## config.mk

```make
export PLATFORM = sky130hd
export DESIGN_NAME = gray_counter
export DESIGN_NICKNAME = d
export VERILOG_FILES = /design/src/rtl/gray_counter_pkg.sv /design/src/rtl/gray_counter_gray_to_bin.sv /design/src/rtl/gray_counter.sv
export SDC_FILE = /design/constraint.sdc
export NUM_CORES = 1
export LEC_CHECK = 0
export BUFFER_PORTS_ARGS = -buffer_cell sky130_fd_sc_hd__buf_4
export CAP_MARGIN = 40
export CORE_AREA = 2 2 39 41
export CTS_CLUSTER_DIAMETER = 200
export DETAILED_ROUTE_END_ITERATION = 10
export DIE_AREA = 0 0 41 43
export PLACE_DENSITY = 0.51
export SLEW_MARGIN = 40
export SYNTH_ARGS = -nofsm -noshare
export SYNTH_HDL_FRONTEND = slang
export SYNTH_SLANG_ARGS = --single-unit
```

## constraint.sdc

```tcl
create_clock -name clk -period 4.6 [get_ports clk]
set_input_delay 0.69 -clock clk [delete_from_list [all_inputs] [get_ports clk]]
set_output_delay 0.69 -clock clk [all_outputs]
set_load 0.02 [all_outputs]
```

## src/rtl/gray_counter_pkg.sv

```systemverilog
// Shared constants for the Gray-code up/down counter.
// Latency: none (declarations only).
// Backpressure: none (declarations only).
package gray_counter_pkg;

  // Default counter width; the counter needs at least two bits to form a Gray sequence.
  localparam int GC_DEFAULT_WIDTH = 3;
  localparam int GC_MIN_WIDTH     = 2;

endpackage : gray_counter_pkg

```

## src/rtl/gray_counter_gray_to_bin.sv

```systemverilog
// Gray-code to binary decoder: each binary bit is the XOR of all Gray bits at or above it.
// Latency: purely combinational, zero cycles.
// Backpressure: none; output follows input continuously.
module gray_to_bin
  import gray_counter_pkg::*;
#(
  parameter int WIDTH = GC_DEFAULT_WIDTH
) (
  input  logic [WIDTH-1:0] gray_i,
  output logic [WIDTH-1:0] bin_o
);

  // Prefix XOR from the MSB down: shifting right by i leaves exactly the bits g[WIDTH-1:i].
  always_comb begin
    bin_o = '0;
    for (int i = 0; i < WIDTH; i++) begin
      bin_o[i] = ^(gray_i >> i);
    end
  end

endmodule : gray_to_bin

```

## src/rtl/gray_counter.sv

```systemverilog
// Up/down counter with registered binary and Gray outputs, Gray parallel load and wrap pulse.
// Latency: one cycle from en/load to bin_q/gray_q/wrap; tc is combinational from state and up.
// Backpressure: none; every enabled cycle steps, load has priority over en, en over hold.
module gray_counter
  import gray_counter_pkg::*;
#(
  parameter int WIDTH = GC_DEFAULT_WIDTH
) (
  input  logic             clk,
  input  logic             rst_n,
  input  logic             en,
  input  logic             up,
  input  logic             load,
  input  logic [WIDTH-1:0] load_gray,
  output logic [WIDTH-1:0] bin_q,
  output logic [WIDTH-1:0] gray_q,
  output logic             wrap,
  output logic             tc
);

  localparam logic [WIDTH-1:0] MAX_BIN = {WIDTH{1'b1}};
  localparam logic [WIDTH-1:0] ONE     = {{(WIDTH-1){1'b0}}, 1'b1};

  logic [WIDTH-1:0] bin_d;
  logic [WIDTH-1:0] gray_d;
  logic             wrap_d;
  logic             wrap_q;
  logic [WIDTH-1:0] load_bin;
  logic [WIDTH-1:0] step_bin;

  // Decode the incoming Gray load value so the binary register stays consistent with it.
  gray_to_bin #(
    .WIDTH (WIDTH)
  ) u_load_dec (
    .gray_i (load_gray),
    .bin_o  (load_bin)
  );

  // Terminal count looks at the current state in the currently requested direction.
  always_comb begin
    tc = up ? (bin_q == MAX_BIN) : (bin_q == '0);
  end

  // Next state: load beats step beats hold; Gray is re-encoded from the next binary value
  // so both outputs move on the same edge.
  always_comb begin
    bin_d    = bin_q;
    gray_d   = gray_q;
    wrap_d   = 1'b0;
    step_bin = up ? (bin_q + ONE) : (bin_q - ONE);
    if (load) begin
      bin_d  = load_bin;
      gray_d = load_gray;
    end else if (en) begin
      bin_d  = step_bin;
      gray_d = step_bin ^ (step_bin >> 1);
      wrap_d = tc;
    end
  end

  // State registers; reset clears everything immediately without a clock.
  always_ff @(posedge clk or negedge rst_n) begin
    if (!rst_n) begin
      bin_q  <= '0;
      gray_q <= '0;
      wrap_q <= 1'b0;
    end else begin
      bin_q  <= bin_d;
      gray_q <= gray_d;
      wrap_q <= wrap_d;
    end
  end

  assign wrap = wrap_q;

endmodule : gray_counter

```

After elaboration in Yosys (flattened, before gate mapping):

Index checks and enable logic that the tools add are counted.

* word-level logic and storage cells: 20
* input port bits: 8
* output and inout bits: 8
* bits in registers: 7

* reduce and logical (&&, ||, !) cells: 5
* bitwise operators: 1
* add/sub/neg operators: 2
* muxes and demuxes: 8
* eq/ne operators: 1

Operators by type and width (count)
* $mux W3: 5
* $reduce_xor A3 Y1: 3
* $add A3 B1 Y3 const B: 1
* $eq A3 B3 Y1 const B: 1
* $logic_not A3 Y1: 1
* $mux W1: 3
* $sub A3 B1 Y3 const B: 1
* $xor A3 B2 Y3: 1
* $reduce_bool A2 Y1: 1

Depth between registers and ports, before layout:

Gate-level depths: netlist of run 1.

* word-level depth: 5
* depth in mapped cells: 5
* depth with buffers taken out: 5

Modules after synthesis:

From an unflattened synthesis of run 1, not the netlist that was laid out.

* cells, all modules: 44
* area total of the unflattened synthesis: 454.2 um2

Modules (own cells, without submodules)
* gray_counter: times used 1, cells each 41, sequential area each 175.2 um2, area each 414.1 um2
* gray_to_bin: times used 1, cells each 3, sequential area each 0.0 um2, area each 40.0 um2

Worst setup path before layout of run 1:

OpenSTA, ideal clock, no wires.

* path kind: input -> output
* from: in up
* to: out tc
* required time: 3.910 ns
* buffers on the path: 0
* arrival: 1.396 ns
* setup slack: 2.514 ns
* stages on the path: 2
* cells stage by stage: or4_4 -> nand2_1

* word-level cells in the longest chain between the ends: 1

Ends and longest elaborated chain
* from (decl): RTL line gray_counter.sv:12 `input logic up,`
* $mux W1: RTL line gray_counter.sv:41 `tc = up ? (bin_q == MAX_BIN) : (bin_q == '0);`
* to (decl): RTL line gray_counter.sv:18 `output logic tc`

No other way between the ends.

Worst setup path after layout of run 1:

Same ends and word-level chain as after synthesis.

==> results of run 1 <==
==> power by group through the flow <==
stage / combinational [uW] / sequential (uW) / clock (uW)
3_5_place_dp: 91.8 / 74.6 / 0
5_1_grt: 99.9 / 75.8 / 55.4
2_1_floorplan: 50.7 / 84.7 / 0
3_3_place_gp: 92.1 / 74.4 / 0
4_1_cts: 92.3 / 73.8 / 51.4
6_report: 90.8 / 73.4 / 49.3
==> area by class of cell <==
class	count	area, um2
repair buffers	15	113
fillers	154	863
multi-input cells	29	208
clock buffers	3	22.5
well taps	16	20.0
inverters	2	7.51
flip-flops and latches	6	150
==> routing by layer <==
layer  GRT usage [%]  up-vias
met5               0        -
met4            2.00        0
met3            4.71        0
met2            15.0        8
met1            15.0      154
li1                -      165
==> flip-flops by register name, indices dropped and copies added, names as in the netlist <==
name / flops
bin_q: 3
gray_q: 2
wrap: 1
==> cells by family after synthesis <==
group / share of synthesized area [%]
flip-flops: 39.0
AND/OR/NAND/NOR: 16.9
adder cells (fa/ha/maj): 5.20
multiplexers: 5.20
AO/OA/AOI/OAI: 10.7
buffers and inverters: 7.14
XOR/XNOR: 15.9
==> through the flow <==
stage	cells	power [uW]	setup slack, ns
detailed placement	68	166	2.34
global route	71	231	2.31
global placement	68	166	2.35
CTS	71	217	2.34
floorplan	40	135	2.51
finish	71	214	2.35
==> Yosys cell counts (all sizes together) <==
cell type  number
nand4           1
mux2i           2
nand3           1
a22oi           1
a21oi           2
xor2            3
nand2           4
buf             3
dfrtp           6
nand2b          1
inv             2
fa              1
o21ai           4
or4             2
xnor2           4
nor2            2
nor2b           1
==> critical path, delay by kind of cell <==
family                 cells  cell delay [ns]
and+or+nand+nor            2             0.61
buffers and inverters      2             0.25
==> how the worst max path moves through the flow <==
stage,startpoint,endpoint,cells past startpoint
finish,up,tc,4
global route,up,tc,4
CTS,up,tc,4
detailed placement,up,tc,4
global placement,up,tc,4
floorplan,up,tc,2
==> impl_metrics.ini, run 1 <==
[run_status]
outcome = finished clean

[synthesis]
ys_seq_elements = 6
synth_cell_types = 21
synthCells = 40
netlist_area_um2 = 385
synth_nets = 49
synth_top_cell_by_area = dfrtp_1
synth_area_leaders = dfrtp_1 (39%), xnor2_1 (9.1%), xor2_1 (6.8%)
synth_warnings = 0
yosysTopAreaCellShare_pct = 39.0
synth-seq-area-share_pct = 39.0
synth.avg_cell_area_um2 = 9.63

[global_routing]
overflow = 0
grt_first_pass_wirelength_um = 1280
antenna_found_initial = 0
grt_usage_pct = 10.7
grt_pass1_vias = 276
grt_max_degree = 13

[floorplanning]
rows = 14
io-pin-count = 16
start_util_pct = 27.8
die_h_um = 43
die_w_um = 41
core_um2 = 1380
dieArea_um2 = 1760

[routing]
met2_length_um = 384
vias = 327
vias_per_cell = 4.61
drt-pass1-iter-count = 1
remaining_drc_errors = 0
met1Wirelength_um = 334
wl_per_cell_um = 10.9
drt_first_iter_violations = 0
routed_wl_um = 772
dr_wl_met3_um = 54
ant_nets = 0
maxUsedRoutingLayer = met3

[clock_network]
post_cts_resize_count = 0
cts_setup_buffers = 0
cts_sinks = 6
cts-root-buf = clkbuf_4
clock_latency_ns = 0.24
cts_buffers = 3
clk_path_buf_depth = 2
clk_pin_slew_worst_paths_ns = 0.05
cts_max_level = 1
ctsHoldBuffers = 0
cts_tree = yes

[pwr]
power.internal_uw = 137
clockPowerShare_pct = 23.1
swShare_pct = 35.6
p_sw_uw = 76.1
leakage_uw = 0.000250
vdd_drop_max_mv = 0.153
pwr-share-comb_pct = 42.5
seq_power_share_pct = 34.4
cellPowerDensity_nw_per_um2 = 410

[critical_path]
max_stage_delay_ns = 0.53
rr_startpoint = bin_q[0]$_DFFE_PN0P_
end_kind = primary output
critPathMaxFanout = 4
worstRegToRegCells = 4
required_ns = 3.91
r2r_end = bin_q[2]$_DFFE_PN0P_
crit_top_cell = buf_4
regToRegSetupSlack_ns = 2.97
crit_type = in2out
crit_chain = buf_4, or4_4, nand2_1, buf_4
crit_arrival_ns = 1.56
critPathSlowestCell = or4_4
start_kind = primary input

[placed_design]
place_congestion = 0.720
hpwl_um = 603
placed_area_um2 = 498
port_buffers = 15

[finish]
layout_common_cells = buf_4 (15), dfrtp_1 (6), nand2_1 (4), xnor2_1 (4), o21ai_0 (4)
fin_area_um2 = 520
nets = 66
syn_to_final_growth_pct = 35.1
layout_commonest_cell = buf_4
final_layout_size_suffix_gt1_share_pct = 38.2
antenna_cells = 0
final_util_pct = 37.6

[sta]
max_slew.worst_pin.slew_ns = 0.287
hold_viol_final = 0
fin_skew_ns = 0.000622
slew_violations = 0
hold_ws_ns = 0.249
period_needed_ns = 2.25
rsz0062_at_grt = no
setup_viol = 0
max_freq_mhz = 444
slew_headroom_pct = 80.8
period_share_pct = 49.0
tns_ns = 0

[flow_run]
maxCapViolCount = 0

[worst_hold_path]
worstHoldPathType = in2async
(Power assumes the default switching activity.)
==> run 2, diff against run 1 <==
- ABC_AREA: default -> 1
- CORE_AREA: 2 2 39 41 -> default
- CORE_MARGIN: default -> 2
- CORE_UTILIZATION: default -> 30
- DIE_AREA: 0 0 41 43 -> default
- PLACE_DENSITY: 0.51 -> 0.53
- clock period: 4.6 -> 1.91 ns (I/O delays scaled with it)
==> run 2 against run 1 <==
Synthesized cell count rose by 45%. Via count rose by 27%. Register-to-register slack got worse by 2.6 ns. Combinational power rose by 140%. Die area fell by 3.2%. Non-clock buffer count rose by 1. Critical path type is now reg2reg.
==> impl_metrics.ini, run 2 <==
[run_status]
outcome = finished clean

[sta]
slew_violations = 0
period_needed_ns = 1.53
rsz0062_at_grt = no
hold_ws_ns = 0.312
hold_viol_final = 0
tns_ns = 0
fin_skew_ns = 0.00139
layout_setup_ws_ns = 0.382
max_slew.worst_pin.slew_ns = 0.220
max_freq_mhz = 655
period_share_pct = 80.0
slew_headroom_pct = 85.3
setup_viol = 0

[routing]
ant_nets = 0
routed_wl_um = 848
wl_per_cell_um = 9.32
drt_first_iter_violations = 11
vias_per_cell = 4.55
vias = 414
remaining_drc_errors = 0
drt-pass1-iter-count = 4

[synthesis]
synthCells = 58
synth_warnings = 0
synth_mux_area_share_pct = 0
synth_edf_count = 0
synth.avg_cell_area_um2 = 7.21
synth_top_family_by_area = simple AND/OR/NAND/NOR gates
synthAdderAreaFrac_pct = 4.79
synthTopCellsByCount = nand2_1 (16), dfrtp_1 (6), inv_1 (6)
synth_cell_types = 19
synth_top_cell_by_area = dfrtp_1
ys_seq_elements = 6
synth_area_leaders = dfrtp_1 (36%), nand2_1 (14%), inv_1 (5.4%)
synth_nets = 67
synthSimpleGateAreaFrac_pct = 31.1
async_reset_ff_share_pct = 100
netlist_area_um2 = 418
ys.flop_type = dfrtp_1
yosysTopAreaCellShare_pct = 35.9
synthXorXnorAreaFrac_pct = 4.19
synth_compound_area_share_pct = 12.3
synth-seq-area-share_pct = 35.9
synthMostInstantiatedCell = nand2_1

[floorplanning]
start_util_pct = 32.1
io-pin-count = 16
die_w_um = 41.3
dieArea_um2 = 1710
rows = 13
core_um2 = 1300
die_h_um = 41.3

[finish]
layout_common_cells = nand2_1 (16), buf_4 (15), inv_1 (6), dfrtp_1 (6), nor2_1 (5)
final_layout_size_suffix_gt1_share_pct = 34.2
fill_cells = 145
top_register = bin_q
final_util_pct = 44.1
antenna_cells = 0
largest_register_ffs = 3
nets = 87
syn_to_final_growth_pct = 37.4
layout_commonest_cell = nand2_1

[critical_path]
crit_arrival_ns = 1.65
critPathMaxFanout = 5
crit_buf_inv = 1
crit_chain = fa_1, inv_1, nor2_1, nand3_1, nand2_1, nor2_1, nor2_1
max_stage_delay_ns = 0.53
critPathTopFamily = adder cells
crit_type = reg2reg
start_kind = register
end_kind = register
crit_top_cell = nor2_1
required_ns = 2.03
critPathSlowestCell = fa_1

[pwr]
total_power_uw = 500
swShare_pct = 37.4
clockPowerShare_pct = 22.4
cellPowerDensity_nw_per_um2 = 870
p_sw_uw = 187
seq_power_share_pct = 34.2
vdd_drop_max_mv = 0.561
power.internal_uw = 313
pwr-share-comb_pct = 43.4
leakage_uw = 0.000306

[global_routing]
antenna_found_initial = 0
grt_max_degree = 8
grt_usage_pct = 11.7
grt_pass1_vias = 327
overflow = 0
grt_first_pass_wirelength_um = 1290

[clock_network]
cts_buffers = 3
cts_max_level = 1
cts-root-buf = clkbuf_4
clk_pin_slew_worst_paths_ns = 0.04
clock_latency_ns = 0.24
cts_sinks = 6
cts_tree = yes
clk_path_buf_depth = 2

[placed_design]
post-place-ws_ns = 0.406
place_congestion = 0.869
port_buffers = 15
hpwl_um = 721

[worst_hold_path]
worstHoldPathType = in2reg

[flow_run]
maxCapViolCount = 0
-- run 2: final cells by class --
type	count	area, um2	share of cell area, %
tap	15	18.8	3.27
sequential	6	150	26.1
inverter	11	41.3	7.19
clock buffer	3	22.5	3.92
timing repair buffer	16	123	21.4
multi-input combinational	40	219	38.1
-- run 2: worst paths after layout --
| path | startpoint | to | slack, ns | cells after the start |
|---|---|---|---|---|
| setup / recovery | bin_q[0]$_DFFE_PN0P_ | gray_q[1]$_DFFE_PN0P_ | 0.38 | 7 |
| setup reg to reg | bin_q[0]$_DFFE_PN0P_ | gray_q[1]$_DFFE_PN0P_ | 0.38 | 7 |
| min in group asynchronous | rst_n | wrap$_DFF_PN0_ | 0.39 | 2 |
| max in group asynchronous | rst_n | gray_q[0]$_DFFE_PN0P_ | 1.41 | 2 |
| hold reg to reg | gray_q[1]$_DFFE_PN0P_ | gray_q[1]$_DFFE_PN0P_ | 0.52 | 2 |
| hold / removal | load_gray[0] | gray_q[0]$_DFFE_PN0P_ | 0.31 | 3 |
-- run 2: power by group through the flow --
stage	registers, uW	logic, uW	clock network (uW)
3_5_place_dp	173	215	0
2_1_floorplan	198	111	0
3_3_place_gp	173	220	0
4_1_cts	171	219	118
5_1_grt	176	241	123
6_report	171	217	112
-- run 2: routing by layer --
metal / routed length [um] / global-route usage [%]
met5: 0 / 0
met2: 374 / 17.6
met4: 0 / 0
met3: 78 / 6.38
met1: 395 / 15.8
-- run 2: cell families (layout without fill, tap and decap cells) --
group / Yosys count / count (layout)
buffers and inverters: 12 / 30
XOR/XNOR: 2 / 2
adder cells (fa/ha/maj): 1 / 1
AO/OA/AOI/OAI: 8 / 8
flip-flops: 6 / 6
AND/OR/NAND/NOR: 29 / 29
-- run 2: stage by stage --
step / std cells / area (um2)
global placement: 87 / 542
floorplan: 58 / 418
global route: 91 / 574
finish: 91 / 574
detailed placement: 87 / 542
CTS: 91 / 574
-- run 2: what timing repair did --
item / 4_1_cts / 5_1_grt
setup buffers: 0 / 0
hold endpoints to repair: 6 / 0
gates resized for setup: 0 / 0
hold buffers: 1 / 0
-- run 2: worst min-delay path: stages --
cell,delay (ns)
buf_4,0.09
nand2_1,0.05
o211ai_1,0.08
